`src/rtl/slfifo_wr_arbiter_if.sv`:
```
// ---------------------------------------------------------------------------
// slfifo_wr_arbiter_if
// Bundles the producer-FIFO side and the FX3 slave-FIFO write side of the
// write arbiter.
//   ch_empty/ch_data/ch_last : per-channel show-ahead FIFO head (32 bits/ch)
//   ch_pop                   : one-hot pop strobe back to the FIFOs
//   flaga/flagb              : raw FX3 thread flags
//   faddr/slwr_/pktend_      : FX3 socket address, write strobe, packet end
//   fdata_out/fdata_oe       : write data and output enable to the pad
// master = arbiter, slave = producers + FX3 pad environment.
// ---------------------------------------------------------------------------
interface slfifo_wr_arbiter_if #(
    parameter int NUM_CH = 4
) ();
    logic [NUM_CH-1:0]    ch_empty;
    logic [32*NUM_CH-1:0] ch_data;
    logic [NUM_CH-1:0]    ch_last;
    logic [NUM_CH-1:0]    ch_pop;
    logic                 flaga;
    logic                 flagb;
    logic [1:0]           faddr;
    logic                 slwr_;
    logic                 pktend_;
    logic [31:0]          fdata_out;
    logic                 fdata_oe;

    modport master (
        input  ch_empty, ch_data, ch_last, flaga, flagb,
        output ch_pop, faddr, slwr_, pktend_, fdata_out, fdata_oe
    );

    modport slave (
        output ch_empty, ch_data, ch_last, flaga, flagb,
        input  ch_pop, faddr, slwr_, pktend_, fdata_out, fdata_oe
    );
endinterface

```
`src/rtl/slfifo_wr_arbiter.sv`:
```
// ---------------------------------------------------------------------------
// slfifo_wr_arbiter
// Round-robin scheduler sharing the FX3 slave-FIFO write path between
// NUM_CH producer FIFOs. A granted channel gets faddr, a settle period, a
// wait for the partial flag, then a burst of up to BURST_WORDS writes.
// Ports:
//   clk_100   : interface clock
//   reset_    : asynchronous active-low reset
//   enable    : arbitration enable (honoured in IDLE and WRITE)
//   busy      : high whenever the FSM is not in IDLE
//   grant_ch  : current / last granted channel
//   bus       : producer FIFOs + FX3 write pins (master modport)
// ---------------------------------------------------------------------------
module slfifo_wr_arbiter #(
    parameter int NUM_CH      = 4,
    parameter int BURST_WORDS = 1024,
    parameter int SETTLE_CYC  = 3,
    parameter int GAP_CYC     = 2
) (
    input  logic                clk_100,
    input  logic                reset_,
    input  logic                enable,
    output logic                busy,
    output logic [1:0]          grant_ch,
    slfifo_wr_arbiter_if.master bus
);
    localparam int WCW = $clog2(BURST_WORDS + 1);
    localparam int SCW = (SETTLE_CYC > 1) ? $clog2(SETTLE_CYC) : 1;
    localparam int GCW = (GAP_CYC > 1) ? $clog2(GAP_CYC) : 1;

    typedef enum logic [2:0] {IDLE, SETTLE, WAIT_FLAG, WRITE, GAP} state_t;

    state_t              state, state_nx;
    logic                flaga_d, flagb_d;
    logic [1:0]          rr_ptr;
    logic [WCW-1:0]      word_cnt;
    logic [SCW-1:0]      settle_cnt;
    logic [GCW-1:0]      gap_cnt;
    logic                last_sent;
    logic                req_any;
    logic [1:0]          pick;
    logic [2*NUM_CH-1:0] req_rot;
    logic                sel_empty, sel_last;
    logic [31:0]         sel_data;
    logic                pop_ok;

    // Rotate the request vector so bit 0 is rr_ptr; the lowest set bit is
    // the first requester at or above the pointer, with wrap.
    always_comb begin
        req_rot = {~bus.ch_empty, ~bus.ch_empty} >> rr_ptr;
        req_any = 1'b0;
        pick    = rr_ptr;
        for (int k = NUM_CH - 1; k >= 0; k--) begin
            if (req_rot[k]) begin
                req_any = 1'b1;
                pick    = 2'((32'(rr_ptr) + 32'(k)) % NUM_CH);
            end
        end
    end

    // Head of the granted FIFO
    always_comb begin
        sel_empty = 1'b1;
        sel_last  = 1'b0;
        sel_data  = '0;
        for (int k = 0; k < NUM_CH; k++) begin
            if (grant_ch == 2'(k)) begin
                sel_empty = bus.ch_empty[k];
                sel_last  = bus.ch_last[k];
                sel_data  = bus.ch_data[32*k +: 32];
            end
        end
    end

    // State register
    always_ff @(posedge clk_100 or negedge reset_) begin
        if (!reset_) state <= IDLE;
        else         state <= state_nx;
    end

    // Next state
    always_comb begin
        state_nx = state;
        case (state)
            IDLE:      if (enable && req_any)   state_nx = SETTLE;
            SETTLE:    if (settle_cnt == '0)    state_nx = WAIT_FLAG;
            WAIT_FLAG: if (flaga_d && flagb_d)  state_nx = WRITE;
            WRITE:     if (!pop_ok)             state_nx = GAP;
            GAP:       if (gap_cnt == '0)       state_nx = IDLE;
            default:                            state_nx = IDLE;
        endcase
    end

    // FSM outputs. flaga is deliberately not in the pop term: once writing,
    // the partial flag alone throttles the burst.
    always_comb begin
        busy   = (state != IDLE);
        pop_ok = (state == WRITE) && !sel_empty && flagb_d && enable &&
                 (word_cnt < WCW'(BURST_WORDS)) && !last_sent;
        bus.ch_pop = '0;
        for (int k = 0; k < NUM_CH; k++)
            bus.ch_pop[k] = pop_ok && (grant_ch == 2'(k));
    end

    // Grant, counters and flag synchronisers
    always_ff @(posedge clk_100 or negedge reset_) begin
        if (!reset_) begin
            flaga_d    <= 1'b0;
            flagb_d    <= 1'b0;
            grant_ch   <= '0;
            bus.faddr  <= '0;
            rr_ptr     <= '0;
            settle_cnt <= '0;
            gap_cnt    <= '0;
            word_cnt   <= '0;
            last_sent  <= 1'b0;
        end else begin
            flaga_d <= bus.flaga;
            flagb_d <= bus.flagb;
            case (state)
                IDLE: if (state_nx == SETTLE) begin
                    grant_ch   <= pick;
                    bus.faddr  <= pick;
                    settle_cnt <= SCW'(SETTLE_CYC - 1);
                end
                SETTLE: if (settle_cnt != '0) settle_cnt <= settle_cnt - 1'b1;
                WAIT_FLAG: begin
                    word_cnt  <= '0;
                    last_sent <= 1'b0;
                end
                WRITE: begin
                    if (pop_ok) begin
                        word_cnt <= word_cnt + 1'b1;
                        if (sel_last) last_sent <= 1'b1;
                    end else begin
                        gap_cnt <= GCW'(GAP_CYC - 1);
                    end
                end
                GAP: begin
                    if (gap_cnt == '0) rr_ptr  <= 2'((32'(grant_ch) + 32'd1) % NUM_CH);
                    else               gap_cnt <= gap_cnt - 1'b1;
                end
                default: ;
            endcase
        end
    end

    // One-stage output pipeline: the word popped this cycle is written next.
    always_ff @(posedge clk_100 or negedge reset_) begin
        if (!reset_) begin
            bus.slwr_     <= 1'b1;
            bus.pktend_   <= 1'b1;
            bus.fdata_oe  <= 1'b0;
            bus.fdata_out <= '0;
        end else begin
            bus.slwr_    <= ~pop_ok;
            bus.pktend_  <= ~(pop_ok & sel_last);
            bus.fdata_oe <= pop_ok;
            if (pop_ok) bus.fdata_out <= sel_data;
        end
    end
endmodule

```
`src/flat_wrapper.sv`:
```
// flat-port wrapper written by rule: the top's interface ports become plain ports
module slfifo_wr_arbiter_flat 
#(
    parameter int NUM_CH      = 4,
    parameter int BURST_WORDS = 1024,
    parameter int SETTLE_CYC  = 3,
    parameter int GAP_CYC     = 2
)
  (clk_100, reset_, enable, busy, grant_ch, bus_ch_empty, bus_ch_data, bus_ch_last, bus_flaga, bus_flagb, bus_ch_pop, bus_faddr, bus_slwr_, bus_pktend_, bus_fdata_out, bus_fdata_oe);
  slfifo_wr_arbiter_if #(.NUM_CH(NUM_CH)) bus_i ();
  input  logic clk_100;
  input  logic reset_;
  input  logic enable;
  output logic busy;
  output logic [1:0] grant_ch;
  input wire logic [$bits(bus_i.ch_empty)-1:0] bus_ch_empty;
  input wire logic [$bits(bus_i.ch_data)-1:0] bus_ch_data;
  input wire logic [$bits(bus_i.ch_last)-1:0] bus_ch_last;
  input wire logic [$bits(bus_i.flaga)-1:0] bus_flaga;
  input wire logic [$bits(bus_i.flagb)-1:0] bus_flagb;
  output wire logic [$bits(bus_i.ch_pop)-1:0] bus_ch_pop;
  output wire logic [$bits(bus_i.faddr)-1:0] bus_faddr;
  output wire logic [$bits(bus_i.slwr_)-1:0] bus_slwr_;
  output wire logic [$bits(bus_i.pktend_)-1:0] bus_pktend_;
  output wire logic [$bits(bus_i.fdata_out)-1:0] bus_fdata_out;
  output wire logic [$bits(bus_i.fdata_oe)-1:0] bus_fdata_oe;
  assign bus_i.ch_empty = bus_ch_empty;
  assign bus_i.ch_data = bus_ch_data;
  assign bus_i.ch_last = bus_ch_last;
  assign bus_i.flaga = bus_flaga;
  assign bus_i.flagb = bus_flagb;
  assign bus_ch_pop = bus_i.ch_pop;
  assign bus_faddr = bus_i.faddr;
  assign bus_slwr_ = bus_i.slwr_;
  assign bus_pktend_ = bus_i.pktend_;
  assign bus_fdata_out = bus_i.fdata_out;
  assign bus_fdata_oe = bus_i.fdata_oe;
  slfifo_wr_arbiter #(.NUM_CH(NUM_CH), .BURST_WORDS(BURST_WORDS), .SETTLE_CYC(SETTLE_CYC), .GAP_CYC(GAP_CYC)) u_core (.clk_100(clk_100), .reset_(reset_), .enable(enable), .busy(busy), .grant_ch(grant_ch), .bus(bus_i));
endmodule
```
`config.mk`:
```
export PLATFORM = sky130hd
export DESIGN_NAME = slfifo_wr_arbiter_flat
export DESIGN_NICKNAME = d
export VERILOG_FILES = /design/src/rtl/slfifo_wr_arbiter_if.sv /design/src/rtl/slfifo_wr_arbiter.sv /design/src/flat_wrapper.sv
export SDC_FILE = /design/constraint.sdc
export NUM_CORES = 1
export LEC_CHECK = 0
export CORE_ASPECT_RATIO = 0.7
export CORE_MARGIN = 2
export CORE_UTILIZATION = 42
export CTS_BUF_LIST = sky130_fd_sc_hd__clkbuf_4 sky130_fd_sc_hd__clkbuf_8
export CTS_CLUSTER_DIAMETER = 50
export DETAILED_ROUTE_END_ITERATION = 12
export PLACE_DENSITY = 0.91
export SETUP_SLACK_MARGIN = 0.15
export SLEW_MARGIN = 20
export SYNTH_ARGS = -nofsm -noshare
export SYNTH_HDL_FRONTEND = slang
export SYNTH_SLANG_ARGS = --single-unit
```
`constraint.sdc`:
```
create_clock -name clk_100 -period 3.09 [get_ports clk_100]
set_input_delay 0.618 -clock clk_100 [delete_from_list [all_inputs] [get_ports clk_100]]
set_output_delay 0.618 -clock clk_100 [all_outputs]
set_load 0.02 [all_outputs]
```
Word level (Yosys, flattened, before mapping)
Index checks and enable logic that the tools add are counted.

word-level totals
  register bits = 59
  bits of input ports = 141
  logic and storage cells = 104

operators by class
  add/subtract/negate cells = 7
  order comparisons = 1
  eq/ne operators = 13
  shift-type cells = 1
  multiplexer cells = 37
  bitwise logic cells = 5
  reduce and logical (&&, ||, !) cells = 27

operators with widths
  operator                                               number
  two-way mux 32 bit                                     4
  one-hot mux 11 bit (2 select lines)                    1
  two-way mux 1 bit                                      16
  two-way mux 3 bit                                      5
  one-hot mux 3 bit (5 select lines)                     1
  two-way mux 2 bit                                      6
  adder 11 x 1 -> 11 bit, second input constant          1
  logical AND 1 bit                                      11
  < comparator 11 bit, second input constant             1
  two-way mux 11 bit                                     1
  inequality test 2 x 1 -> 1 bit, second input constant  4
  AND reduction 2 bit                                    4
  nonzero test 2 bit                                     4
  right shift 8 x 2 -> 4 bit                             1
  equality test 3 x 1 -> 1 bit, second input constant    2
  equality test 3 x 2 -> 1 bit, second input constant    2
  AND reduction 3 bit                                    2
  adder 2 x 1 -> 2 bit, second input constant            2
  adder 2 bit, second input constant                     2
  equality test 2 bit, second input constant             2
  logical NOT 2 bit                                      2
  inverter 4 bit                                         1
  one-hot mux 1 bit (2 select lines)                     2
  one-hot mux 2 bit (2 select lines)                     1
  10 further kinds                                       13

Depth between registers and ports, before layout
  depth in word-level cells = 16
  mapped depth = 10
  mapped depth without buffers = 7

Worst setup path after synthesis
No wires, ideal clock.

  path type = register to output
  start point = register u_core.bus.faddr[0] (netlist name)
  end point = output bus_ch_pop[0]
  arrival = 2123 ps
  required time = 2472 ps
  setup slack = 349 ps
  cell stages (with the launch flop) = 8
  path buffers = 2
  cell sequence = dfrtp_1 inv_1 ha_1 nor4b_1 or4_1 clkbuf_1 clkbuf_1 and3_1

RTL lines
  item           line                RTL
  end, declared  flat_wrapper.sv:21  output wire logic [$bits(bus_i.ch_pop)-1:0] bus_ch_pop;

Worst setup path in the final report
  start point = input bus_ch_empty[1]
  end point = output bus_ch_pop[0]

between the ends
  word-level cells in the longest chain between the ends = 10

RTL lines
  item                            line                      RTL
  start, declared                 flat_wrapper.sv:16        input wire logic [$bits(bus_i.ch_empty)-1:0] bus_ch_empty;
  two-way mux 1 bit (3 in a row)  slfifo_wr_arbiter.sv:67   if (grant_ch == 2'(k)) begin
  logical NOT 1 bit               slfifo_wr_arbiter.sv:98   pop_ok = (state == WRITE) && !sel_empty && flagb_d && enable &&
  logical AND 1 bit (4 in a row)  slfifo_wr_arbiter.sv:98
  logical AND 1 bit               slfifo_wr_arbiter.sv:99   (word_cnt < WCW'(BURST_WORDS)) && !last_sent;
  logical AND 1 bit               slfifo_wr_arbiter.sv:102  bus.ch_pop[k] = pop_ok && (grant_ch == 2'(k));

Every way passes these cells.

==> metrics.md <==
| Metric | Value |
|---|---|
| Syn Inst Count | 380 |
| CTS sink cnt | 59 |
| Area after DPL | 5627 µm² |
| Chip Width | 115.3 µm |
| 1st-iter DRT viols | 241 |
| Most common cell after layout, fill and taps aside | clkdlybuf4s50_1 |
| Synth async-reset ratio | 1.000 |
| Syn Std Cell Area | 3643 µm² |
| Area grow syn2layout | 59.79% |
| Reg2Reg Setup Slack | a little over 0.5 ns |
| Setup crit end kind | output port |
| Worst slew margin | 0.4458 |
| Final Critical Period | 2.904 ns |
| Layout Utilization | 0.6895 |
| Number of diodes | 0 |
| Worst R2R End | u_core.bus.fdata_out[25] |
| Antenna Violating Nets Remaining | 0 |
| Worst-path fanout max | 9 |
| Worst clock skew | 0.009202 ns |
| RSZ-0062 raised after global routing | true |
| Synth Flop Type | dfrtp_1 |
| Clock-pin transition on the worst setup and hold timing paths | 0.07 ns |
| Hpwl dp | 8.680 mm |
| Root buffer cell | clkbuf_8 |
| R2R cell count | 9 |
| Critical Path Slowest Stage Cell | clkdlybuf4s50_1 |
| Leakage | approximately 2.4 nW |
| Register area share after synthesis | 0.4059 |
| Most frequent cells in the layout | clkdlybuf4s50_1, dfrtp_1, nand2_1 |
| Detailed Route WL | between 10 and 15 mm |
| Type of the worst setup path | primary input to output port |
| First-pass GRT wire length | between 15 and 20 mm |
| CORE AREA | 8443 µm² |
| Pin count of the biggest net entering global routing | just under 70 |
| Vias in the first global route | 3,807 |
| Post-CTS Hold Fix Bufs | 0 |
| Fin crit share | 0.9397 |
| Flops & latches, synth | 59 |
| Initial Util | 0.4315 |
| Crit path cell chain | clkdlybuf4s50_1 > nor3b_1 > or4_1 > buf_6 > and3_1 > clkdlybuf4s15_2 |
| Number of flops mapped to enable cells by yosys | 0 |
| Drt pass-1 iters | 5 |
| CTS tree | built |
| Status | finished clean |
| Reg-to-Reg Start | u_core.bus.faddr[0] |
| Placer congestion estimate | approximately 0.87 |
| H-tree depth | 3 |
| Grt total ovfl | 0 |
| Post-synth top area share | 0.3915 |
| Fmax | 344.4 MHz |
| Vias per std cell | 5.531 |
| Netlist cell types | 43 |
| Final routed DRC violation total | 0 |
| Maximum vdd drop | about 0.00052 V |
| HP Class | primary input to asynchronous set/reset pin |
| Die H | between 80 and 90 µm |
| Max_cap viols | 0 |
| CP startpoint kind | primary input |
| Pwr per Cell Area | 657.0 nW/µm² |
| Fill count | 640 |
| DR WL/cell | between 15 and 20 µm |
| Share of cells above drive strength 1 | 0.1469 |
| Initial antenna violation count | 0 |
| Area of all placed cells without fillers | 5822 µm² |
| Synth top area cells | dfrtp_1, mux2_2, a221oi_1 |
| Num CTS Buffers | 9 |
| # IOs | 185 |
| Syn_nets | 527 |
| Die area | 9448 µm² |
| GRT Overall Usage | 0.2494 |
| Final setup vio count | 0 |
| Biggest area consumer among synthesized cells | dfrtp_1 |
| Port Buffers | 184 |
| Mapped Avg Cell Area | 9.588 µm² |
| Clk buf depth | 2 |
| Slew Limit Fails | 0 |
| Synth warn | 0 |
| Crit-path max cell delay | approximately 0.56 ns |
| # rows | 28 |
| TNS Setup | 0 ns |
| Critical Path RT | 2.47 ns |
| CP arrival | around 2.3 ns |
| Slew @ Worst Pin | 0.8282 ns |
| Vias post-DR | between 3,000 and 4,000 |
| Final nets | 707 |
| Clk_lat worst skew | about 0.33 ns |
| Final hold vios | 0 |
-- worst max-delay path: cells and delay by family --
| kind | cells | cell delay [ns] |
|---|---|---|
| simple gates | 3 | 0.68 |
| buf+inv | 3 | 0.98 |
-- registers in the layout (all words and copies together) (netlist names) --
name and count:
u_core.bus.fdata_out 32, u_core.word_cnt 11, u_core.state 3, u_core.bus.faddr 2, u_core.rr_ptr 2, u_core.settle_cnt 2
u_core.bus.fdata_oe 1, u_core.bus.pktend_ 1, u_core.bus.slwr_ 1, u_core.flaga_d 1, u_core.flagb_d 1, u_core.gap_cnt 1
u_core.last_sent 1
-- per-stage QoR --
| stage | worst slack (ns) | hold slack [ns] | total power [mW] | std cells |
|---|---|---|---|---|
| after floorplan | 0.3487 | 0.3224 | 2.359 | 380 |
| after global placement | -0.2234 | 0.4768 | 3.065 | 665 |
| after detailed placement | -0.2573 | 0.4950 | 3.152 | 665 |
| after CTS | 0.1032 | 0.4553 | 3.839 | 685 |
| after global routing | 0.09527 | 0.4904 | 4.086 | 685 |
| final | 0.1863 | 0.4225 | 3.825 | 685 |
-- report_power, final --
group	leakage (nW)	internal (mW)	switching, mW
registers	0.782	0.904	0.114
clock network	0.0974	0.336	0.292
logic	1.48	1.04	1.14
total	2.36	2.28	1.54
-- how the worst max path moves through the flow --
stage | slack (ns) | start | end | depth (start not counted)
after floorplan | 0.35 | u_core.bus.faddr[0] | bus_ch_pop[0] | 7
after global placement | -0.22 | bus_ch_empty[0] | bus_ch_pop[1] | 6
after detailed placement | -0.26 | bus_ch_empty[0] | bus_ch_pop[1] | 6
after CTS | 0.10 | u_core.bus.faddr[0] | bus_ch_pop[1] | 7
after global routing | 0.1 | u_core.bus.faddr[0] | bus_ch_pop[0] | 7
final | 0.19 | bus_ch_empty[1] | bus_ch_pop[0] | 6
-- layout make-up --
class / count / area, µm² / share of cell area
repair buffers: 203 / 2004 / 0.3443
clock inverters: 3 / 15.01 / 0.002579
well taps: 120 / 150.1 / 0.02579
multi-input cells: 275 / 1966 / 0.3376
flip-flops and latches: 59 / 1481 / 0.2545
inverters: 12 / 45.04 / 0.007737
clock buffers: 13 / 160.2 / 0.02751
-- cell families after synthesis --
logic type | after synthesis | share of synthesized area
AOI/OAI and AO/OA | 102 | 0.2139
muxes | 34 | 0.1051
adders and majority gates | 6 | 0.02060
DFF | 59 | 0.4059
buffers and inverters | 46 | 0.05838
and+or+nand+nor | 133 | 0.1961
-- repair_timing --
action,in CTS,in global routing
cloned,0,0
endpoints found under the setup margin,4,4
resized for setup,13,5
setup buffers,4,0
-- cell usage after synthesis, types with 3 or more instances --
| library cell | instances |
|---|---|
| clkbuf_1 | 26 |
| and2_1 | 9 |
| a211oi_1 | 4 |
| nor2b_1 | 38 |
| inv_1 | 12 |
| and3_1 | 3 |
| a221oi_1 | 33 |
| dfrtp_1 | 57 |
| a31oi_1 | 8 |
| ha_1 | 6 |
| nor3_1 | 4 |
| nand2_1 | 41 |
| nand3_1 | 7 |
| mux2_2 | 33 |
| o21ai_0 | 7 |
| a21oi_1 | 5 |
| nor2_1 | 10 |
| o31ai_1 | 32 |
| nand4_1 | 6 |
| nor3b_1 | 4 |
| buf_6 | 4 |
-- per-layer routing --
layer  up-vias  wire, µm  share of wire  GRT usage
li1       1782         -              -          -
met1      1802      4796           0.41     0.2937
met2       191      5706           0.49     0.4421
met3        14       978          0.084    0.07380
met4         0       199          0.017    0.07831
met5         -         0              0          0
Note: power is estimated with default switching activity, not from simulation.
